==> src/rtl/mfp_ahb_lite_master_pkg.sv <==
`default_nettype none
// ============================================================================
// Module      : mfp_ahb_lite_master_pkg
// Description : Shared AHB-Lite encodings and the response record used by the
//               mfp_ahb_lite_master initiator and its response FIFO.
// Revision    : 1.0 - initial release
// ============================================================================
package mfp_ahb_lite_master_pkg;

    localparam logic [1:0] HTRANS_IDLE   = 2'b00;
    localparam logic [1:0] HTRANS_NONSEQ = 2'b10;

    localparam logic [2:0] HBURST_SINGLE = 3'b000;

    localparam logic [2:0] HSIZE_BYTE = 3'b000;
    localparam logic [2:0] HSIZE_HALF = 3'b001;
    localparam logic [2:0] HSIZE_WORD = 3'b010;

    localparam int RSP_W = 33;

    // Response FIFO entry: error flag above the 32-bit read data.
    typedef struct packed {
        logic        error;
        logic [31:0] rdata;
    } rsp_t;

    // Writes and errored transfers never return bus data to the requester.
    function automatic rsp_t make_rsp(input logic        is_write,
                                      input logic        err,
                                      input logic [31:0] rdata);
        rsp_t r;
        r.error = err;
        r.rdata = (is_write | err) ? 32'h0 : rdata;
        return r;
    endfunction

endpackage
`default_nettype wire

==> src/rtl/mfp_ahb_lite_master_rsp_fifo.sv <==
`default_nettype none
// ============================================================================
// Module      : mfp_ahb_lite_master_rsp_fifo
// Description : Synchronous response FIFO, DEPTH entries of WIDTH bits.
//               A push and a pop in the same cycle are both performed.
// Ports       : clk_i/rst_ni  clock, async active-low reset
//               push_i/wdata_i write side
//               pop_i/rdata_o  read side (rdata_o shows the head entry)
//               empty_o/count_o occupancy
// Revision    : 1.0 - initial release
// ============================================================================
module mfp_ahb_lite_master_rsp_fifo
    import mfp_ahb_lite_master_pkg::*;
#(
    parameter int DEPTH = 4,
    parameter int WIDTH = RSP_W,
    localparam int PTR_W = (DEPTH > 1) ? $clog2(DEPTH) : 1,
    localparam int CNT_W = $clog2(DEPTH + 1)
) (
    input  logic             clk_i,
    input  logic             rst_ni,
    input  logic             push_i,
    input  logic [WIDTH-1:0] wdata_i,
    input  logic             pop_i,
    output logic [WIDTH-1:0] rdata_o,
    output logic             empty_o,
    output logic [CNT_W-1:0] count_o
);

    logic [WIDTH-1:0] mem_q [DEPTH];
    logic [PTR_W-1:0] wr_ptr_q;
    logic [PTR_W-1:0] rd_ptr_q;
    logic [CNT_W-1:0] count_q;

    logic w_full;
    logic w_do_push;
    logic w_do_pop;

    function automatic logic [PTR_W-1:0] ptr_inc(input logic [PTR_W-1:0] p);
        return (p == PTR_W'(DEPTH - 1)) ? '0 : p + 1'b1;
    endfunction

    assign w_full    = (count_q == CNT_W'(DEPTH));
    assign empty_o   = (count_q == '0);
    assign w_do_pop  = pop_i & ~empty_o;
    // A full FIFO still accepts a push when the head leaves on the same edge.
    assign w_do_push = push_i & (~w_full | w_do_pop);

    always_ff @(posedge clk_i or negedge rst_ni) begin
        if (!rst_ni) begin
            wr_ptr_q <= '0;
            rd_ptr_q <= '0;
            count_q  <= '0;
        end else begin
            if (w_do_push) begin
                wr_ptr_q <= ptr_inc(wr_ptr_q);
            end
            if (w_do_pop) begin
                rd_ptr_q <= ptr_inc(rd_ptr_q);
            end
            case ({w_do_push, w_do_pop})
                2'b10:   count_q <= count_q + 1'b1;
                2'b01:   count_q <= count_q - 1'b1;
                default: count_q <= count_q;
            endcase
        end
    end

    // Storage needs no reset: entries are only read once written.
    always_ff @(posedge clk_i) begin
        if (w_do_push) begin
            mem_q[wr_ptr_q] <= wdata_i;
        end
    end

    assign rdata_o = mem_q[rd_ptr_q];
    assign count_o = count_q;

endmodule
`default_nettype wire

==> src/rtl/mfp_ahb_lite_master.sv <==
`default_nettype none
// ============================================================================
// Module      : mfp_ahb_lite_master
// Description : AHB-Lite initiator turning a valid/ready request stream into
//               pipelined SINGLE transfers, with in-order responses through
//               an internal FIFO.
// Ports       : HCLK/HRESETn           clock, async active-low reset
//               req_*                  request channel (req_ready is comb.)
//               rsp_*                  response channel (FIFO head)
//               H* outputs             registered AHB-Lite master signals
//               HRDATA/HREADY/HRESP    AHB-Lite slave response
// Revision    : 1.0 - initial release
// ============================================================================
module mfp_ahb_lite_master
    import mfp_ahb_lite_master_pkg::*;
#(
    parameter int         RSP_DEPTH = 4,
    parameter logic [3:0] HPROT_VAL = 4'b0011
) (
    input  logic        HCLK,
    input  logic        HRESETn,
    input  logic        req_valid,
    output logic        req_ready,
    input  logic        req_write,
    input  logic [31:0] req_addr,
    input  logic [2:0]  req_size,
    input  logic [31:0] req_wdata,
    output logic        rsp_valid,
    input  logic        rsp_ready,
    output logic [31:0] rsp_rdata,
    output logic        rsp_error,
    output logic [31:0] HADDR,
    output logic [2:0]  HBURST,
    output logic        HMASTLOCK,
    output logic [3:0]  HPROT,
    output logic [2:0]  HSIZE,
    output logic [1:0]  HTRANS,
    output logic [31:0] HWDATA,
    output logic        HWRITE,
    input  logic [31:0] HRDATA,
    input  logic        HREADY,
    input  logic        HRESP
);

    localparam int CNT_W = $clog2(RSP_DEPTH + 1);

    logic             addr_pending_q, addr_pending_d;
    logic             dp_pending_q,   dp_pending_d;
    logic             dp_write_q,     dp_write_d;
    logic [31:0]      wdata_q,        wdata_d;
    logic [CNT_W-1:0] outstanding_q,  outstanding_d;
    logic [1:0]       htrans_q,       htrans_d;
    logic [31:0]      haddr_q,        haddr_d;
    logic             hwrite_q,       hwrite_d;
    logic [2:0]       hsize_q,        hsize_d;
    logic [31:0]      hwdata_q,       hwdata_d;

    logic             w_accept;
    logic             w_addr_end;
    logic             w_dp_end;
    logic             w_rsp_pop;
    logic             w_fifo_empty;
    logic [CNT_W-1:0] w_fifo_count;
    rsp_t             w_push_rsp;
    rsp_t             w_head_rsp;

    assign rsp_valid  = ~w_fifo_empty;
    assign w_rsp_pop  = rsp_valid & rsp_ready;
    // The outstanding count reserves a FIFO slot for every accepted request,
    // so the data phase never has to be stalled for lack of space.
    assign req_ready  = (~addr_pending_q | HREADY)
                      & ((outstanding_q < CNT_W'(RSP_DEPTH)) | w_rsp_pop);
    assign w_accept   = req_valid & req_ready;
    assign w_addr_end = addr_pending_q & HREADY;
    assign w_dp_end   = dp_pending_q & HREADY;
    assign w_push_rsp = make_rsp(dp_write_q, HRESP, HRDATA);

    always_comb begin
        addr_pending_d = addr_pending_q;
        dp_pending_d   = dp_pending_q;
        dp_write_d     = dp_write_q;
        wdata_d        = wdata_q;
        outstanding_d  = outstanding_q;
        htrans_d       = htrans_q;
        haddr_d        = haddr_q;
        hwrite_d       = hwrite_q;
        hsize_d        = hsize_q;
        hwdata_d       = hwdata_q;

        // Address phase: a new request may replace the one whose address
        // phase completes on this edge.
        if (w_accept) begin
            htrans_d       = HTRANS_NONSEQ;
            haddr_d        = req_addr;
            hwrite_d       = req_write;
            hsize_d        = req_size;
            wdata_d        = req_wdata;
            addr_pending_d = 1'b1;
        end else if (w_addr_end) begin
            htrans_d       = HTRANS_IDLE;
            addr_pending_d = 1'b0;
        end

        // Data phase: entered when an address phase completes, else left
        // when the current data phase completes.
        if (w_addr_end) begin
            dp_pending_d = 1'b1;
            dp_write_d   = hwrite_q;
            if (hwrite_q) begin
                hwdata_d = wdata_q;
            end
        end else if (w_dp_end) begin
            dp_pending_d = 1'b0;
        end

        case ({w_accept, w_rsp_pop})
            2'b10:   outstanding_d = outstanding_q + 1'b1;
            2'b01:   outstanding_d = outstanding_q - 1'b1;
            default: outstanding_d = outstanding_q;
        endcase
    end

    always_ff @(posedge HCLK or negedge HRESETn) begin
        if (!HRESETn) begin
            addr_pending_q <= 1'b0;
            dp_pending_q   <= 1'b0;
            dp_write_q     <= 1'b0;
            wdata_q        <= 32'h0;
            outstanding_q  <= '0;
            htrans_q       <= HTRANS_IDLE;
            haddr_q        <= 32'h0;
            hwrite_q       <= 1'b0;
            hsize_q        <= 3'b000;
            hwdata_q       <= 32'h0;
        end else begin
            addr_pending_q <= addr_pending_d;
            dp_pending_q   <= dp_pending_d;
            dp_write_q     <= dp_write_d;
            wdata_q        <= wdata_d;
            outstanding_q  <= outstanding_d;
            htrans_q       <= htrans_d;
            haddr_q        <= haddr_d;
            hwrite_q       <= hwrite_d;
            hsize_q        <= hsize_d;
            hwdata_q       <= hwdata_d;
        end
    end

    mfp_ahb_lite_master_rsp_fifo #(
        .DEPTH (RSP_DEPTH),
        .WIDTH (RSP_W)
    ) u_rsp_fifo (
        .clk_i   (HCLK),
        .rst_ni  (HRESETn),
        .push_i  (w_dp_end),
        .wdata_i (w_push_rsp),
        .pop_i   (w_rsp_pop),
        .rdata_o (w_head_rsp),
        .empty_o (w_fifo_empty),
        .count_o (w_fifo_count)
    );

    // Every queued response belongs to a still-counted request.
    a_fifo_within_outstanding : assert property (
        @(posedge HCLK) disable iff (!HRESETn) (w_fifo_count <= outstanding_q)
    );

    assign rsp_rdata = w_head_rsp.rdata;
    assign rsp_error = w_head_rsp.error;

    assign HTRANS    = htrans_q;
    assign HADDR     = haddr_q;
    assign HWRITE    = hwrite_q;
    assign HSIZE     = hsize_q;
    assign HWDATA    = hwdata_q;
    assign HBURST    = HBURST_SINGLE;
    assign HMASTLOCK = 1'b0;
    assign HPROT     = HPROT_VAL;

endmodule
`default_nettype wire

==> config.mk <==
export PLATFORM = sky130hd
export DESIGN_NAME = mfp_ahb_lite_master
export DESIGN_NICKNAME = d
export VERILOG_FILES = /design/src/rtl/mfp_ahb_lite_master_pkg.sv /design/src/rtl/mfp_ahb_lite_master_rsp_fifo.sv /design/src/rtl/mfp_ahb_lite_master.sv
export SDC_FILE = /design/constraint.sdc
export NUM_CORES = 1
export LEC_CHECK = 0
export BUFFER_PORTS_ARGS = -buffer_cell sky130_fd_sc_hd__buf_2
export CAP_MARGIN = 30
export CORE_UTILIZATION = 54
export DETAILED_ROUTE_END_ITERATION = 12
export GPL_ROUTABILITY_DRIVEN = 0
export PLACE_DENSITY = 0.85
export SLEW_MARGIN = 0
export SYNTH_ARGS = -nofsm -noshare
export SYNTH_HDL_FRONTEND = slang
export SYNTH_SLANG_ARGS = --single-unit
==> constraint.sdc <==
create_clock -name HCLK -period 2.9 [get_ports HCLK]
set_input_delay 0.29 -clock HCLK [delete_from_list [all_inputs] [get_ports HCLK]]
set_output_delay 0.29 -clock HCLK [all_outputs]
set_load 0.05 [all_outputs]
# Yosys cells after proc, flatten, opt, wreduce, memory -nomap -nowiden
# Memory sizes are Yosys's and may differ from the RTL's.
# Index checks and enable logic that the tools add are counted.
# op_classes
addsub	6
magnitude_cmp	1
eq_ne	7
mux	13
bitwise	14
reduce_logical	6
# op_table
op	count
$mux W32	1
$pmux W3 S2	2
$eq A2 B2 Y1 const B	4
$mux W2	4
$reduce_bool A2 Y1	4
$and A1 B1 Y1	7
$add A3 B1 Y3 const B	2
$mux W1	6
$sub A3 B1 Y3 const B	2
$add A2 B1 Y2 const B	2
$eq A2 B1 Y1 const B	2
$or A1 B1 Y1	4
$eq A3 B3 Y1 const B	1
$logic_not A3 Y1	1
$lt A3 B3 Y1 const B	1
$not A1 Y1	3
$reduce_and A2 Y1	1
# word_totals
register_bits	115
ramBits	132
inputBits	106
out_inout_bits	113
word_cells	61
memories	1
# memory_table
memory	depth	word_bits	read_ports	rd_ports_with_merged_regs	wr	line_no	rtl
u_rsp_fifo.mem_q	4	33	1	0	1	mfp_ahb_lite_master_rsp_fifo.sv:30	logic [WIDTH-1:0] mem_q [DEPTH];

# Depth between registers and ports, before layout
# Gate-level depths: netlist (run 1).
# depth
word_depth	8
mapped_depth	10
depth_no_buf	9

# Hierarchy
# A second synthesis (run 1) with hierarchy kept.
# unflattened
hier_cells	505
area_unflattened_um2	9509.1
# modules_own_cells
mod	instances	cells_each	area_per_inst_um2
mfp_ahb_lite_master_rsp_fifo	1	214	5201.2
mfp_ahb_lite_master	1	291	4307.9

# Least setup slack after synthesis (run 1)
# Ideal clock, no wire load.
# synth_path
path_kind	reg2reg
startpoint	register u_rsp_fifo.count_q[0] (netlist: u_rsp_fifo.count_o[0])
endpoint	register outstanding_q[2]
arrival_time_ns	2.218
path_slack_ns	0.555
path_stages_with_launch	11
cell_sequence	dfrtp_1 o31ai_4 a211oi_4 buf_6 buf_6 inv_1 ha_1 fa_1 xnor2_1 nor2_1 xor2_1
# synth_via
elab_chain_len	8
elab_cells_between_ends	10
cone_classes	2 x eq/ne; 1 x mux; 5 x bitwise; 2 x reduce/logical
# synth_lines
element	line_no	rtl
from (decl)	mfp_ahb_lite_master_rsp_fifo.sv:33	logic [CNT_W-1:0] count_q;
from (signal assigned)	mfp_ahb_lite_master_rsp_fifo.sv:62	2'b10: count_q <= count_q + 1'b1;
from (signal assigned)	mfp_ahb_lite_master_rsp_fifo.sv:63	2'b01: count_q <= count_q - 1'b1;
from (signal assigned)	mfp_ahb_lite_master_rsp_fifo.sv:64	default: count_q <= count_q;
$logic_not A3 Y1 (*)	mfp_ahb_lite_master_rsp_fifo.sv:44	assign empty_o = (count_q == '0);
$not A1 Y1 (*)	mfp_ahb_lite_master.sv:67	assign rsp_valid = ~w_fifo_empty;
$and A1 B1 Y1 (*)	mfp_ahb_lite_master.sv:68	assign w_rsp_pop = rsp_valid & rsp_ready;
$or A1 B1 Y1	mfp_ahb_lite_master.sv:72	& ((outstanding_q < CNT_W'(RSP_DEPTH)) | w_rsp_pop);
$and A1 B1 Y1	mfp_ahb_lite_master.sv:72	
$and A1 B1 Y1	mfp_ahb_lite_master.sv:73	assign w_accept = req_valid & req_ready;
$eq A2 B1 Y1 / $eq A2 B2 Y1 (equally long branches)	mfp_ahb_lite_master.sv:116	case ({w_accept, w_rsp_pop})
$pmux W3 S2 / $reduce_bool A2 Y1 (equally long branches)	--	
to (signal assigned)	mfp_ahb_lite_master.sv:140	outstanding_q <= outstanding_d;
to (decl)	mfp_ahb_lite_master.sv:51	logic [CNT_W-1:0] outstanding_q, outstanding_d;
# Mark *: on every way between the ends. The rest lies on a longest branch, timed or not.
# A chain may end at the register's enable or synchronous reset.

# Worst setup path after layout (run 1)
# layout_path
startpoint	register u_rsp_fifo.rd_ptr_q[1]
endpoint	output port rsp_rdata[27]
# layout_via
elab_chain_len	1
# layout_lines
element	line_no	rtl
from (decl)	mfp_ahb_lite_master_rsp_fifo.sv:32	logic [PTR_W-1:0] rd_ptr_q;
from (signal assigned)	mfp_ahb_lite_master_rsp_fifo.sv:59	rd_ptr_q <= ptr_inc(rd_ptr_q);
$mem_v2 Z4 W33	--	
to (decl)	mfp_ahb_lite_master.sv:30	output logic [31:0] rsp_rdata,
# Every way passes these cells.

==> metrics.cfg, run 1 <==
[sta]
timing.final.crit_share_pct = 83.6
post-route-min-period_ns = 2.42
setup_repair_after_global_routing_missed_its_margin = false
setup_viol_count_final = 0
relSlewSlack_pct = 38.9
timing.hold.ws_ns = 0.0212
max_freq_mhz = 412
final-hold-violation-count = 0
worstMarginPinSlew_ns = 0.917
final.setup_skew_ns = 0.00497
final_total_negative_setup_slack_ns = 0
slew_viol_final = 0
worst_slack_ns = 0.476

[clock_tree]
cts_tree = yes
cts_buffer_depth = 3
number_of_buffers_inserted_during_clock_tree_synthesis = 24
insertion_delay_of_the_later_clocked_pin_in_the_worst_skew_pair_ns = 0.50
tritoncts_num_sinks = 245
cts_setup_buffers = 0
cts-htree-levels = 1
clk_pin_slew_worst_paths_ns = 0.06
ctsRootBufferMaster = clkbuf_16

[global_route]
global_route.overflow_total = 0
gr-usage-all-layers_pct = 20.7
via_count_of_the_first_global_routing_pass = 5542
grt_start_max_net_pins = 69
first_pass_grt_wire_length_um = 28800
grt_antenna_before_repair = 1

[job]
max-cap-violations = 0

[power_and_ir_drop]
power.density_cell_area_nw_per_um2 = 1230
power.ir.vdd_worst_mv = 0.972
total_leakage_power_uw = 0.00480

[place]
dp_hpwl_um = 11700
io_buffer_count = 209
dp_slack_ns = 0.698
place.detailed.instances = 917

[worst_setup_path]
critical_path_required_ns = 2.61
critPathMaxFanout = 28
worstPathArrival_ns = 2.13
critical_path.slowest_cell = dfrtp_1
timing_worst_setup_path_type = reg -> out
worstPathCellList = buf_4 -> mux4_2 -> buf_2
timing.critical_path.from_type = flop
critPathMaxStageDelay_ns = 0.54
critical_path.endpoint_type = primary output

[hold_path]
hold_path_class = in -> reg

[logic_synthesis]
synth-warning-count = 0
synth-edff-count = 132
seq_area_frac_synth_pct = 71.3
synth.top_cell.area_share_pct = 41.6
synth_simple_gate_area_share_pct = 3.11
ys_async_sr_fraction_pct = 46.1
synthesis.area_per_instance_um2 = 19.1
synth_seq_cells = 245
synth_top_flop_cell = edfxtp_1
syn-instance-count = 498
post_synth_instance_area_um2 = 9530
mux_share_of_post_synthesis_cell_area_pct = 20.6
synth-xor-area-share_pct = 0.552
post_synth_main_area_contributors = edfxtp_1, dfrtp_1, mux2_2
synth-compound-area-share_pct = 0.670
yosys.area_share.adder_pct = 1.34
synth_top_family_by_area = multiplexers
synth_top_area_cell = edfxtp_1
synth_cell_type_count = 31

[floorplan]
fp-row-count = 48
ios = 219
dieArea_um2 = 18200
core_area_um2 = 17200
floorplan.initialDensity_pct = 55.3
die_height_um = 135
floorplan.die.width_um = 135

[drt]
route.detailed.drc = 0
drt-initial-drc-count = 225
wire_per_inst_um = 18.9
wl_um = 18200
ant_nets = 0
dr_total_vias = 5005
detail_route.first_pass.iterations = 4
post_drt_via_cell_ratio = 5.20

[finish]
syn2layout_area_growth_pct = 21.8
ff_latch_area_um2 = 6790
layout.filler_cells = 1136
final_cell_mix = buf_2, edfxtp_1, dfrtp_1
drive_above_1_share_pct = 54.3
post_route_insts_no_fill = 962
post_layout_util_pct = 67.3
final_net_count = 835
multi_input_comb_area_um2 = 2540
layout.cells.most_common = buf_2

[status]
status = finished clean

## flip-flops by register name, indices dropped and copies added (netlist names), 3 cells and up
name                cells
HWDATA                 32
outstanding_q           3
u_rsp_fifo.mem_q      132
HSIZE                   3
wdata_q                32
u_rsp_fifo.count_o      3
HADDR                  32
## worst paths after layout
kind                                                     from                       to  slack, ns  depth (start not counted)
hold reg to reg                         HADDR[22]$_DFFE_PN0P_    HADDR[22]$_DFFE_PN0P_       0.50                          1
setup reg to reg            u_rsp_fifo.count_o[0]$_DFFE_PN0P_    HADDR[30]$_DFFE_PN0P_       0.69                          4
min in group asynchronous                             HRESETn     HADDR[5]$_DFFE_PN0P_       0.35                          2
setup / recovery           u_rsp_fifo.rd_ptr_q[1]$_DFFE_PN0P_            rsp_rdata[27]       0.48                          3
max in group asynchronous                             HRESETn    HWDATA[6]$_DFFE_PN0P_       1.76                          3
hold / removal                                  req_wdata[25]  wdata_q[25]$_DFFE_PN0P_       0.02                          2
## synthesized netlist by cell type (all sizes together), types with 2 or more instances
cell,instances
a21oi,2
nor2,5
conb,2
fa,2
ha,7
nand2,4
and2,36
xor2,3
edfxtp,132
buf,22
mux4,33
inv,10
dfrtp,113
mux2,104
clkbuf,9
xnor2,3
## worst max-delay path, delay by kind of cell (launching register included)
kind     cells  cell delay, ns
buf+inv      2            0.68
flops        1            0.54
mux          1            0.40
## metrics by stage
step	area [um2]	power [uW]
floorplan	9550	9960
global placement	10800	11200
detailed placement	10800	11400
CTS	11600	14500
global route	11600	15000
finish	11600	14300
## area by class of cell
type / instances / area share, %
Multi-Input combinational cell: 219 / 21.9
Antenna cell: 1 / 0.0216
Clock buffer: 32 / 5.91
Clock inverter: 10 / 0.820
Sequential cell: 245 / 58.6
Inverter: 10 / 0.324
Timing Repair Buffer: 220 / 10.0
Tap cell: 225 / 2.43
## repair_timing
item | in CTS | in global routing
hold endpoints to repair | 50 | 0
resized for setup | 0 | 0
hold buffers | 2 | 0
## where the power goes
group	switching, uW	leakage, uW	total [uW]	internal, uW
Sequential	517	0.00255	5250	4740
Combinational	4120	0.00186	6030	1900
Clock	1210	0.000388	3030	1830
Total	5850	0.00480	14300	8470
## routing by layer
metal,GRT usage (%),wire length (um),vias up
li1,-,-,2285
met1,25.6,7060,2498
met2,36.3,9380,199
met3,5.93,1550,21
met4,4.18,194,2
met5,0,13,-
## cells by family (layout without fill, tap and decap cells)
logic type,after synthesis,in the layout
adders and majority gates,9,9
muxes,138,138
DFF,245,245
and+or+nand+nor,51,51
other,2,10
buffers and inverters,41,272
xor gates and xnor gates,6,6
AOI/OAI and AO/OA,6,6
Power figures use the tool's default switching activity.
==> run 2, diff against run 1 <==
==> constraint.sdc (replaced) <==
create_clock -name HCLK -period 2.5 [get_ports HCLK]
set_input_delay 0.25 -clock HCLK [delete_from_list [all_inputs] [get_ports HCLK]]
set_output_delay 0.25 -clock HCLK [all_outputs]
set_load 0.05 [all_outputs]
==> metrics.cfg, run 2 (synthesis gave the netlist of run 1 again) <==
[clock_tree]
cts_buffer_depth = 3
insertion_delay_of_the_later_clocked_pin_in_the_worst_skew_pair_ns = 0.52
cts_tree = yes
cts-htree-levels = 1
cts_setup_buffers = 0
ctsRootBufferMaster = clkbuf_16
clk_pin_slew_worst_paths_ns = 0.06
number_of_buffers_inserted_during_clock_tree_synthesis = 25
tritoncts_num_sinks = 245

[finish]
largest_register_ff_count = 132
post_layout_util_pct = 72.2
final_net_count = 907
layout.filler_cells = 993
design_area_um2 = 12400
multi_input_comb_area_um2 = 2540
layout.cells.most_common = buf_2
ff_latch_area_um2 = 6800
diodes = 0
syn2layout_area_growth_pct = 30.7
regMostFlops = u_rsp_fifo.mem_q
final_cell_mix = buf_2, edfxtp_1, dfrtp_1
drive_above_1_share_pct = 50.1

[global_route]
first_pass_grt_wire_length_um = 31600
grt_start_max_net_pins = 69
global_route.overflow_total = 0
via_count_of_the_first_global_routing_pass = 6036
grt_antenna_before_repair = 1
gr-usage-all-layers_pct = 22.7

[hold_path]
whs_path_depth = 2
hold_path_class = in -> reg
startpoint_of_the_most_critical_hold_path = req_wdata[17]
hold_path_end = wdata_q[17]$_DFFE_PN0P_

[drt]
wire_per_inst_um = 19.5
dr_total_vias = 5417
wl_um = 20200
ant_nets = 0
route.detailed.drc = 0
drt-initial-drc-count = 173
post_drt_via_cell_ratio = 5.23
detail_route.first_pass.iterations = 4

[sta]
max_freq_mhz = 431
worst_slack_ns = 0.179
timing.final.crit_share_pct = 92.8
slew_viol_final = 0
setup_repair_after_global_routing_missed_its_margin = false
post-route-min-period_ns = 2.32
worstMarginPinSlew_ns = 0.891
final_total_negative_setup_slack_ns = 0
setup_viol_count_final = 0
final.setup_skew_ns = 0.0264
final-hold-violation-count = 0
relSlewSlack_pct = 40.5

[floorplan]
floorplan.die.width_um = 135
dieArea_um2 = 18200
core_area_um2 = 17200
floorplan.initialDensity_pct = 55.3
die_height_um = 135
fp-row-count = 48
ios = 219

[place]
placement.cell_area_um2 = 10900
io_buffer_count = 209
dp_hpwl_um = 11800
dp_slack_ns = 0.295

[worst_setup_path]
worstReg2RegEnd = u_rsp_fifo.count_o[2]$_DFFE_PN0P_
reg2regPathDepth = 9
regToRegStartpoint = u_rsp_fifo.count_o[0]$_DFFE_PN0P_
timing_worst_setup_path_type = reg -> out
regToRegSetupSlack_ns = 0.28
critical_path.endpoint_type = primary output
worstPathArrival_ns = 2.07
timing.critical_path.from_type = flop
critPathMaxFanout = 13
critical_path_required_ns = 2.25

[power_and_ir_drop]
report.power.total_uw = 17300
total_leakage_power_uw = 0.00514
power.density_cell_area_nw_per_um2 = 1390
power.ir.vdd_worst_mv = 1.05

[status]
status = finished clean

[job]
max-cap-violations = 0

run 2: cell types whose count changed in the layout (fill, tap and decap cells not counted), moves of 2 or more:
cell | previous run | this run
bufinv_16 | 2 | 5
clkbuf_1 | 3 | 5
clkbuf_8 | 3 | 0
buf_4 | 8 | 6
clkinvlp_2 | 0 | 2
clkinv_2 | 4 | 2
buf_12 | 2 | 7
dlygate4sd3_1 | 2 | 70
run 2: timing repair:
item / in CTS / in global routing
endpoints found under the setup margin: 0 / 8
endpoints found under the hold margin: 121 / 1
hold buffers: 69 / 1
resized for setup: 0 / 1
run 2: metrics by stage:
stage,hold slack [ns],instances
after detailed placement,0.315,920
after CTS,0.00153,1035
final,0.00706,1036
after floorplan,-0.0456,505
after global routing,0.00512,1036
after global placement,0.301,920
run 2: metal layers:
| layer | global-route usage [%] | vias to the layer above | share of wire [%] |
|---|---|---|---|
| met4 | 5.49 | 2 | 1.3 |
| li1 | - | 2430 | - |
| met1 | 28.5 | 2756 | 40 |
| met5 | 0 | - | 0.045 |
| met2 | 39.1 | 205 | 51 |
| met3 | 6.42 | 24 | 7.8 |
run 2: final cells by class:
class,count,share of cell area [%]
sequential,245,54.6
multi-input combinational,219,20.4
timing repair buffer,291,15.5
clock buffer,30,5.18
tap,225,2.26
clock inverter,16,1.75
inverter,10,0.302
run 2: worst max path at each step:
| stage | from | to | slack (ns) | cells past startpoint |
|---|---|---|---|---|
| after CTS | u_rsp_fifo.rd_ptr_q[0]$_DFFE_PN0P_ | rsp_rdata[10] | 0.03 | 3 |
| after floorplan | u_rsp_fifo.count_o[0]$_DFFE_PN0P_ | outstanding_q[2]$_DFFE_PN0P_ | 0.16 | 10 |
| final | u_rsp_fifo.rd_ptr_q[0]$_DFFE_PN0P_ | rsp_rdata[3] | 0.18 | 3 |
| after global placement | u_rsp_fifo.count_o[0]$_DFFE_PN0P_ | outstanding_q[2]$_DFFE_PN0P_ | 0.42 | 7 |
| after detailed placement | u_rsp_fifo.count_o[0]$_DFFE_PN0P_ | u_rsp_fifo.count_o[2]$_DFFE_PN0P_ | 0.30 | 9 |
| after global routing | u_rsp_fifo.count_o[0]$_DFFE_PN0P_ | u_rsp_fifo.count_o[2]$_DFFE_PN0P_ | 0.07 | 9 |
run 2: report_power, final:
group          total (uW)  leakage (uW)  switching [uW]  internal [uW]
Clock                3870      0.000412            1500           2370
Sequential           6200       0.00255             698           5500
Combinational        7210       0.00218            4850           2370
Total               17300       0.00514            7040          10200
run 2: worst max-delay path, stage by stage (launching register included):
cell	delay, ns
dfrtp_4	0.60
buf_12	0.19
mux4_2	0.52
buf_2	0.23
==> run 3, diff against run 2 <==
--- a/config.mk
+++ b/config.mk
@@ -14,4 +14,5 @@
 export SLEW_MARGIN = 0
 export SYNTH_ARGS = -nofsm -noshare
 export SYNTH_HDL_FRONTEND = slang
+export SYNTH_HIERARCHICAL = 1
 export SYNTH_SLANG_ARGS = --single-unit
==> metrics.cfg, run 3 <==
[hold_path]
hold_path_class = in -> reg
whs_path_depth = 2
hold_path_end = u_rsp_fifo/mem_q[2][2]$_DFFE_PP_
startpoint_of_the_most_critical_hold_path = HRDATA[2]

[drt]
ant_nets = 0
wl_um = 20500
wire_per_inst_um = 19.7
route.detailed.drc = 0
dr_total_vias = 5453
detail_route.first_pass.iterations = 4
post_drt_via_cell_ratio = 5.24
drt-initial-drc-count = 244

[logic_synthesis]
ys_async_sr_fraction_pct = 46.1
synth_top_flop_cell = edfxtp_1
syn-instance-count = 505
synth-edff-count = 132
post_synth_main_area_contributors = edfxtp_1, dfrtp_1, mux2_2
synth.top_cell.area_share_pct = 41.7
synth-warning-count = 6
synth_cell_type_count = 28
post-synth-top-count-cell = edfxtp_1
post_synth_instance_area_um2 = 9510
synth_top_area_cell = edfxtp_1
synth_seq_cells = 245
netlist_top_cells_count = edfxtp_1, dfrtp_1, mux2_2
seq_area_frac_synth_pct = 71.4
synthesis.area_per_instance_um2 = 18.8

[place]
placement.cell_area_um2 = 10800
dp_hpwl_um = 12100
io_buffer_count = 209
place.detailed.instances = 924

[worst_setup_path]
critical-path-top-delay-family = multiplexers
worstPathArrival_ns = 2.13
critical_path_buf_inv_count = 2
regToRegStartpoint = u_rsp_fifo/count_o[1]$_DFFE_PN0P_
worstReg2RegEnd = u_rsp_fifo/count_o[2]$_DFFE_PN0P_
critical_path.endpoint_type = primary output
worstPathCellList = buf_12 -> mux4_2 -> buf_2
critical_path_required_ns = 2.25
timing_worst_setup_path_type = reg -> out
timing.critical_path.from_type = flop
critPathMaxFanout = 28
regToRegSetupSlack_ns = 0.13
critPathMaxStageDelay_ns = 0.57
critical_path.slowest_cell = mux4_2
reg2regPathDepth = 11

[sta]
slew_viol_final = 0
final_total_negative_setup_slack_ns = 0
post-route-min-period_ns = 2.38
timing.hold.ws_ns = 0.0989
timing.final.crit_share_pct = 95.3
final-hold-violation-count = 0
worstMarginPinSlew_ns = 0.895
setup_repair_after_global_routing_missed_its_margin = false
setup_viol_count_final = 0
final.setup_skew_ns = 0.00890
relSlewSlack_pct = 40.4
max_freq_mhz = 420

[status]
status = finished clean

[power_and_ir_drop]
power.ir.vdd_worst_mv = 1.14
total_leakage_power_uw = 0.00512
power.density_cell_area_nw_per_um2 = 1390

[finish]
largest_register_ff_count = 132
drive_above_1_share_pct = 46.1
design_area_um2 = 12400
layout.cells.most_common = buf_2
post_route_insts_no_fill = 1040
syn2layout_area_growth_pct = 30.4
regMostFlops = u_rsp_fifo/mem_q
final_net_count = 912
diodes = 0
final_cell_mix = buf_2, edfxtp_1, dfrtp_1

[global_route]
via_count_of_the_first_global_routing_pass = 6092
grt_start_max_net_pins = 70
first_pass_grt_wire_length_um = 32200
gr-usage-all-layers_pct = 23.2
grt_antenna_before_repair = 0
global_route.overflow_total = 0

[floorplan]
floorplan.initialDensity_pct = 55.2
floorplan.die.width_um = 135
fp-row-count = 48
ios = 219
core_area_um2 = 17200
dieArea_um2 = 18100
die_height_um = 135

[clock_tree]
clk_pin_slew_worst_paths_ns = 0.06
insertion_delay_of_the_later_clocked_pin_in_the_worst_skew_pair_ns = 0.51
cts-htree-levels = 1
tritoncts_num_sinks = 245
number_of_buffers_inserted_during_clock_tree_synthesis = 24
cts_tree = yes
cts_buffer_depth = 3
ctsRootBufferMaster = clkbuf_16

[job]
max-cap-violations = 0

[run 3: changes by cell type in the layout (fill, tap and decap cells not counted), sizes merged, moves of 2 or more]
cell    change
inv         +4
buf         -2
nand2b      +2
o21ai       +2
[run 3: cells by family (layout without fill, tap and decap cells)]
family | count (synthesis) | in the layout | share of synthesized area [%]
other cells | 2 | 9 | 0.0790
mux | 137 | 137 | 20.2
xor+xnor | 6 | 6 | 0.553
fa+ha+maj | 9 | 9 | 1.34
compound gates | 6 | 6 | 0.460
buf+inv | 47 | 350 | 2.66
simple gates | 53 | 53 | 3.28
flops | 245 | 245 | 71.4
[run 3: how the worst max path moves through the flow]
stage	end	slack (ns)	start	cells after the start
after detailed placement	u_rsp_fifo/count_o[2]$_DFFE_PN0P_	-0.06	u_rsp_fifo/count_o[0]$_DFFE_PN0P_	11
after CTS	u_rsp_fifo/count_o[2]$_DFFE_PN0P_	0.02	u_rsp_fifo/count_o[1]$_DFFE_PN0P_	11
final	rsp_rdata[28]	0.12	u_rsp_fifo/rd_ptr_q[0]$_DFFE_PN0P_	3
after global routing	rsp_rdata[5]	0.003	u_rsp_fifo/rd_ptr_q[0]$_DFFE_PN0P_	3
after floorplan	u_rsp_fifo/count_o[2]$_DFFE_PN0P_	0.12	u_rsp_fifo/count_o[0]$_DFFE_PN0P_	11
after global placement	u_rsp_fifo/count_o[2]$_DFFE_PN0P_	0.14	u_rsp_fifo/count_o[0]$_DFFE_PN0P_	11
[run 3: metrics by stage]
step           total power, uW  worst slack (ns)  utilization, %
2_1_floorplan            11600             0.121               -
3_3_place_gp             13000             0.140            62.7
3_5_place_dp             13300           -0.0627            62.7
4_1_cts                  17200            0.0152            71.8
5_1_grt                  18000           0.00305            71.9
6_report                 17300             0.119            71.9
[run 3: final cells by class]
class	instances	area [um2]
multi-input cells	220	2530
inverters	16	60.1
flip-flops and latches	245	6790
fillers	1011	4840
well taps	225	282
repair buffers	290	1880
clock inverters	13	189
clock buffers	31	658
[run 3: what timing repair did]
action / CTS / global route
pin swaps: 1 / 2
endpoints found under the hold margin: 113 / 0
setup endpoints to repair: 1 / 1
hold buffers: 71 / 0
resized for setup: 1 / 6
setup buffers: 0 / 1
[run 3: routing by layer]
| metal | wire length (um) | vias up | part of all wire (%) | track usage (%) |
|---|---|---|---|---|
| li1 | - | 2429 | - | - |
| met5 | 0 | - | 0 | 0 |
| met4 | 391 | 0 | 1.9 | 6.37 |
| met3 | 1340 | 36 | 6.6 | 5.11 |
| met2 | 10800 | 200 | 53 | 41.4 |
| met1 | 7950 | 2788 | 39 | 28.4 |
[run 3: power by group]
part | leakage [uW] | internal [uW] | switching [uW] | total (uW)
clock network | 0.000409 | 2370 | 1460 | 3830
registers | 0.00255 | 5500 | 653 | 6150
logic | 0.00217 | 2290 | 4990 | 7280
